--- config.mk ---
export PLATFORM = sky130hd
export DESIGN_NAME = unibus_dma_master
export DESIGN_NICKNAME = d
export VERILOG_FILES = /design/src/rtl/unibus_dma_master.sv
export SDC_FILE = /design/constraint.sdc
export NUM_CORES = 1
export LEC_CHECK = 0
export CORE_MARGIN = 4
export CORE_UTILIZATION = 45
export CTS_CLUSTER_DIAMETER = 120
export DETAILED_ROUTE_END_ITERATION = 8
export GPL_ROUTABILITY_DRIVEN = 0
export PLACE_DENSITY_LB_ADDON = 0.25
export SYNTH_ARGS = -nofsm -noshare
export SYNTH_HDL_FRONTEND = slang
export SYNTH_SLANG_ARGS = --single-unit
export TNS_END_PERCENT = 50
--- constraint.sdc ---
create_clock -name CLOCK -period 3 [get_ports CLOCK]
set_input_delay 0.75 -clock CLOCK [delete_from_list [all_inputs] [get_ports CLOCK]]
set_output_delay 0.75 -clock CLOCK [all_outputs]
set_load 0.01 [all_outputs]
--- src/rtl/unibus_dma_master.sv ---
// Unibus NPR DMA master: ARM-side registers launch one DATI/DATO bus cycle
// with bus arbitration, address-to-msyn deskew and grant/ssyn timeouts.
module unibus_dma_master #(
  parameter int DESKEW  = 8,
  parameter int TIMEOUT = 1000
) (
  input  logic        CLOCK,
  input  logic        RESET,
  input  logic        armwrite,
  input  logic [2:0]  armwaddr,
  input  logic [31:0] armwdata,
  input  logic [2:0]  armraddr,
  output logic [31:0] armrdata,
  output logic        armintrq,
  output logic        npr_out_h,
  input  logic        npg_in_h,
  output logic        sack_out_h,
  input  logic        bbsy_in_h,
  output logic        bbsy_out_h,
  output logic [17:0] a_out_h,
  output logic [1:0]  c_out_h,
  output logic [15:0] d_out_h,
  output logic        msyn_out_h,
  input  logic [15:0] d_in_h,
  input  logic        ssyn_in_h,
  input  logic        init_in_h,
  output logic [2:0]  dbg_state
);
  typedef enum logic [2:0] {IDLE, REQ, GRANT, ADDR, MSYN, DATA, RELEASE} state_t;

  localparam logic [31:0] TO_LAST = 32'(TIMEOUT - 1);
  localparam logic [31:0] DS_LAST = 32'(DESKEW - 1);

  state_t      state;
  logic [31:0] cnt;
  logic        done, err;
  logic [17:0] addr_q;
  logic [1:0]  c_q;
  logic [15:0] wdata_q, wlat_q, rdata_q;
  logic        busy, start, timed_out, grant_ok, abort, to_release;
  logic        unused_bits;

  assign busy        = (state != IDLE);
  assign start       = armwrite && (armwaddr == 3'd1) && armwdata[31] && !busy;
  assign timed_out   = (cnt >= TO_LAST);
  assign grant_ok    = npg_in_h && !bbsy_in_h && !ssyn_in_h;
  assign abort       = init_in_h && busy;
  assign armintrq    = done;
  assign dbg_state   = state;
  assign unused_bits = ^armwdata[28:20];

  // Every path into RELEASE drops the bus on the same edge.
  always_comb begin
    to_release = 1'b0;
    case (state)
      REQ:     to_release = !grant_ok && timed_out;
      MSYN:    to_release = !ssyn_in_h && timed_out;
      DATA:    to_release = 1'b1 && (!ssyn_in_h || timed_out);
      default: to_release = 1'b0;
    endcase
  end

  always_comb begin
    armrdata = 32'h0;
    case (armraddr)
      3'd0:       armrdata = 32'h444D100A;
      3'd1:       armrdata = {busy, err, done, 9'd0, c_q, addr_q};
      3'd2:       armrdata = {rdata_q, wdata_q};
      3'd6, 3'd7: armrdata = 32'hDEADBEEF;
      default:    armrdata = 32'h0;
    endcase
  end

  always_ff @(posedge CLOCK or negedge RESET) begin
    if (!RESET) begin
      state      <= IDLE;
      cnt        <= '0;
      done       <= 1'b0;
      err        <= 1'b0;
      addr_q     <= '0;
      c_q        <= '0;
      wdata_q    <= '0;
      wlat_q     <= '0;
      rdata_q    <= '0;
      npr_out_h  <= 1'b0;
      sack_out_h <= 1'b0;
      bbsy_out_h <= 1'b0;
      a_out_h    <= '0;
      c_out_h    <= '0;
      d_out_h    <= '0;
      msyn_out_h <= 1'b0;
    end else begin
      if (armwrite && armwaddr == 3'd2) wdata_q <= armwdata[15:0];
      // ARM clears come first so a same-cycle done set from the FSM wins.
      if (armwrite && armwaddr == 3'd1) begin
        if (armwdata[29]) done <= 1'b0;
        if (armwdata[30]) err  <= 1'b0;
      end
      if (abort) begin
        state <= IDLE;
        err   <= 1'b1;
        done  <= 1'b1;
        cnt   <= '0;
      end else begin
        case (state)
          IDLE: if (start) begin
            addr_q    <= armwdata[17:0];
            c_q       <= armwdata[19:18];
            wlat_q    <= wdata_q;
            done      <= 1'b0;
            err       <= 1'b0;
            cnt       <= '0;
            npr_out_h <= 1'b1;
            state     <= REQ;
          end
          REQ: if (grant_ok) begin
            npr_out_h  <= 1'b0;
            sack_out_h <= 1'b1;
            state      <= GRANT;
          end else if (timed_out) begin
            err   <= 1'b1;
            state <= RELEASE;
          end else cnt <= cnt + 32'd1;
          GRANT: if (!npg_in_h) begin
            bbsy_out_h <= 1'b1;
            a_out_h    <= addr_q;
            c_out_h    <= c_q;
            d_out_h    <= c_q[1] ? wlat_q : 16'h0;
            cnt        <= '0;
            state      <= ADDR;
          end
          ADDR: if (cnt >= DS_LAST) begin
            msyn_out_h <= 1'b1;
            cnt        <= '0;
            state      <= MSYN;
          end else cnt <= cnt + 32'd1;
          MSYN: if (ssyn_in_h) begin
            if (!c_q[1]) rdata_q <= d_in_h;
            msyn_out_h <= 1'b0;
            cnt        <= cnt + 32'd1;
            state      <= DATA;
          end else if (timed_out) begin
            err   <= 1'b1;
            state <= RELEASE;
          end else cnt <= cnt + 32'd1;
          DATA: if (!ssyn_in_h) state <= RELEASE;
          else if (timed_out) begin
            err   <= 1'b1;
            state <= RELEASE;
          end else cnt <= cnt + 32'd1;
          RELEASE: begin
            done  <= 1'b1;
            state <= IDLE;
          end
          default: state <= IDLE;
        endcase
      end
      if (abort || to_release) begin
        npr_out_h  <= 1'b0;
        sack_out_h <= 1'b0;
        bbsy_out_h <= 1'b0;
        a_out_h    <= '0;
        c_out_h    <= '0;
        d_out_h    <= '0;
        msyn_out_h <= 1'b0;
      end
    end
  end
endmodule
# == Word-level counts from Yosys, hierarchy flattened ==
# Cells that the tools add are included.
# word_totals
ff_bits,145
input_bits,61
output_inout_bits,76
wordCells,142
# classes
n_addsub,1
order_cmp,2
eq_ne,23
muxes,65
bitwise_logic,2
reduce_logical,33
# ops
op,n
$mux 32,8
$pmux 32 s6,1
$pmux 32 s4,1
$mux 16,5
$mux 18,4
$add 32x1->32 const B,1
$ge 32x10->1 const B,1
$ge 32x3->1 const B,1
$mux 1,28
$ne 3x3->1 const B,9
$mux 3,8
$pmux 3 s6,1
$eq 3x3->1 const B,5
$eq 3x2->1 const B,4
$reduce_and 3->1,4
$reduce_and 4->1,3
$eq 3x1->1 const B,3
$logic_and 1x1->1,9
$reduce_bool 3->1,3
$mux 2,4
$reduce_bool 7->1,1
$logic_not 3->1,2
$pmux 1 s2,3
$reduce_bool 2->1,3
8 further kinds,14

# == Longest topological paths before layout ==
# logic_depth
depth_word,9
ltp_mapped,9
mapped_depth_nobuf,7

# == Worst setup path after synthesis ==
# No wires, ideal clock.
# synth_timing
kind,input to register
from,input init_in_h
to,register cnt[7]
setup_ns,0.078
t_arrival_ns,2.293
required_ns,2.922
path_slack_ns,0.630
path_stages,8
path_buffers,2
path_cell_list,buf_2 or4_1 nor3_2 nand4_2 o21ai_4 buf_6 o21ai_0 a21oi_1
# synth_between
elab_chain_cells,3
elab_cells_between_ends,8
classes_between,4 x eq/ne; 1 x mux; 3 x reduce/logical
# synth_lines
item,line_no,source
"start, declared",26,"input logic init_in_h,"
$logic_and 1x1->1 *,47,assign abort = init_in_h && busy;
$reduce_bool 7->1 (no source line) or $ne 3x3->1 (tied branches),--,
$reduce_and 5->1 (no source line),--,
"end signal, assigned",123,end else cnt <= cnt + 32'd1;
"end signal, assigned",136,end else cnt <= cnt + 32'd1;
"end signal, assigned",140,cnt <= cnt + 32'd1;
"end, declared",35,logic [31:0] cnt;
# Every way passes the cells marked *; elsewhere a longest branch is shown, timed or not.
# A chain may end at the register's enable or synchronous reset.

# == Worst setup path after layout ==
# layout_timing
from,input armraddr[0]
to,output armrdata[11]
# layout_between
elab_chain_cells,3
elab_cells_between_ends,7
classes_between,4 x eq/ne; 1 x mux; 2 x reduce/logical
# layout_lines
item,line_no,source
"start, declared",12,"input logic [2:0] armraddr,"
$eq 3x3->1,65,case (armraddr)
$reduce_or 2->1,65,
$pmux 32 s4 *,65,
"end, declared",13,"output logic [31:0] armrdata,"
# Marked as above.

==> reports/results.ini <==
[critical_path]
end_kind=primary output
worstSetupPathType=in2out
arrival_ns=2.22
crit_path_max_fanout=4
critPathRequiredTime_ns=2.25
startpoint_type=input pin

[status]
status=finished, final reports clean

[global_routing]
grt_pass1_wl_um=31900
grt_overflow=0
grt_pass1_vias=6190
grt_use_total_pct=22.5
antenna_found_initial=0
grt_start_max_net_pins=146

[timing]
finalMaxSlewViolations=0
holdWs_ns=0.419
rsz0062_at_grt=yes
fmax_mhz=336
hold_viol_final=0
fin_crit_ns=2.97
fin_crit_sh_pct=99.1
setup-violations-final=0
tightest_slew_ns=0.810
tns_ns=0
fin_skew_ns=0.00874
slew_headroom_pct=46.0

[die]
row_count=45
io-pin-count=137
coreArea_mm2=0.0152
start_util_pct=46.0
die_height_um=133
die_area_mm2=0.0176
dieWidth_um=133

[final_layout]
fillCellCount=1252
mostFrequentLayoutCells=dfrtp_1, nand2_1, clkdlybuf4s50_1, a21oi_1, mux2_2
num_antenna_cells=0
area_growth_pct=33.7
final_common_cell=dfrtp_1
layout-drive-gt1-share_pct=18.9
final_core_util_pct=61.5
final_nets=912

[drt]
wl_per_cell_um=18.4
drc_errors=0
routed_via_density=5.83
ant_nets=0
vias=6129
wl_um=19300
dr.first_iter.drc_count=536
firstDrtPassIters=5

[cts]
cts.sinks=145
cts_buffers=17
cts_root_buffer=clkbuf_16
htreeDepth=4
clk_pin_slew_worst_paths_ns=0.06
cts_tree=yes
clock_latency_ns=0.42
clk_path_buf_depth=2

[logic_synthesis]
synthesis.area_mm2=0.00699
ys_warn_count=0
ys.flop_type=dfrtp_1
yosysSeqAreaShare_pct=51.9
synth_nets=766
ys_seq_elements=145
synth.avg_cell_area_um2=9.92
synth_edf_count=0
async_reset_ff_share_pct=100
netlist_instances=704
ys_types=64

[hold_path]
hp-class=in2async

[pwr]
power.density_mw_per_mm2=760
leakagePower_nw=4.04
vdd_ir_drop_max_uv=443

[place]
io_buffer_count=127
dp_hpwl_um=13500

[flow_run]
drv_cap=0

report_power, final:
group	switching [mW]	leakage, nW	internal, mW
combinational	1.14	1.81	1.01
clock	0.879	0.300	1.33
sequential	0.328	1.93	2.41
synth_stat cells (6+ instances only):
master | number | area, um^2
dfrtp_1 | 145 | 3630
nand2_1 | 97 | 364
a21oi_1 | 77 | 385
mux2_2 | 61 | 687
o21ai_0 | 42 | 210
nand3_1 | 40 | 200
clkbuf_1 | 32 | 120
nor2_1 | 32 | 120
inv_1 | 13 | 48.8
nor3_1 | 12 | 60.1
a31oi_1 | 10 | 62.6
o211ai_1 | 10 | 75.1
o31ai_1 | 10 | 75.1
and3_1 | 8 | 50.1
nand4_1 | 8 | 50.1
nand2b_1 | 7 | 43.8
nor2b_1 | 7 | 43.8
and2_1 | 6 | 37.5
nor4_1 | 6 | 37.5
per-stage QoR:
stage,setup WS (ns),cells,instance area (um^2),total power [mW]
floorplan,0.630,704,6990,3.90
global placement,-0.256,1016,8700,4.86
detailed placement,-0.257,1016,8700,4.93
CTS,-0.0125,1050,9320,7.16
global route,-0.0734,1051,9340,7.48
finish,0.0256,1051,9340,7.10
final timing paths:
check	start	slack (ns)	depth (start not counted)	end
min reg2reg	sack_out_h	0.49	2	sack_out_h
min in group CLOCK	sack_out_h	0.49	2	sack_out_h
max	armraddr[0]	0.03	8	armrdata[11]
min	RESET	0.42	2	npr_out_h
max reg2reg	cnt[0]	0.43	7	cnt[23]
max in group asynchronous	RESET	2.01	2	cnt[9]
logic make-up after synthesis:
logic type	after synthesis	share of synthesized area [%]
adder cells (fa/ha/maj)	1	0.179
AND/OR/NAND/NOR	251	17.9
flip-flops	145	51.9
buffers and inverters	55	3.21
multiplexers	61	9.83
AO/OA/AOI/OAI	191	16.9
registers in the layout (all words and copies together), names as in the netlist:
| signal | flops |
|---|---|
| a_out_h | 18 |
| addr_q | 18 |
| armintrq | 1 |
| bbsy_out_h | 1 |
| c_out_h | 2 |
| c_q | 2 |
| cnt | 32 |
| d_out_h | 16 |
| dbg_state | 3 |
| err | 1 |
| msyn_out_h | 1 |
| npr_out_h | 1 |
| rdata_q | 16 |
| sack_out_h | 1 |
| wdata_q | 16 |
| wlat_q | 16 |
layout make-up:
| class | count | area, um^2 | area share [%] |
|---|---|---|---|
| sequential | 145 | 3630 | 38.8 |
| multi-input combinational | 504 | 3180 | 34.0 |
| timing repair buffer | 168 | 1620 | 17.4 |
| clock buffer | 17 | 425 | 4.55 |
| tap | 188 | 235 | 2.52 |
| clock inverter | 15 | 200 | 2.14 |
| inverter | 14 | 52.6 | 0.562 |
metal layers:
layer / global-route usage [%] / vias up / part of all wire (%)
li1: - / 2859 / -
met1: 30.4 / 3024 / 44
met2: 35.9 / 215 / 48
met3: 5.40 / 31 / 6.3
met4: 7.45 / 0 / 1.9
met5: 0 / - / 0
what timing repair did:
action / CTS / global route
gates resized for setup: 46 / 5
pin swaps: 0 / 0
buffers inserted: 2 / 1
hold buffers: 0 / 0
setup endpoints to repair: 32 / 15
critical path, stage by stage:
cell             delay [ns]
clkdlybuf4s50_1        0.48
inv_1                  0.10
nor3_2                 0.18
buf_4                  0.16
buf_4                  0.14
nand2_1                0.05
o21ai_0                0.09
clkdlybuf4s15_1        0.28
Note: power is estimated with default switching activity, not from simulation.
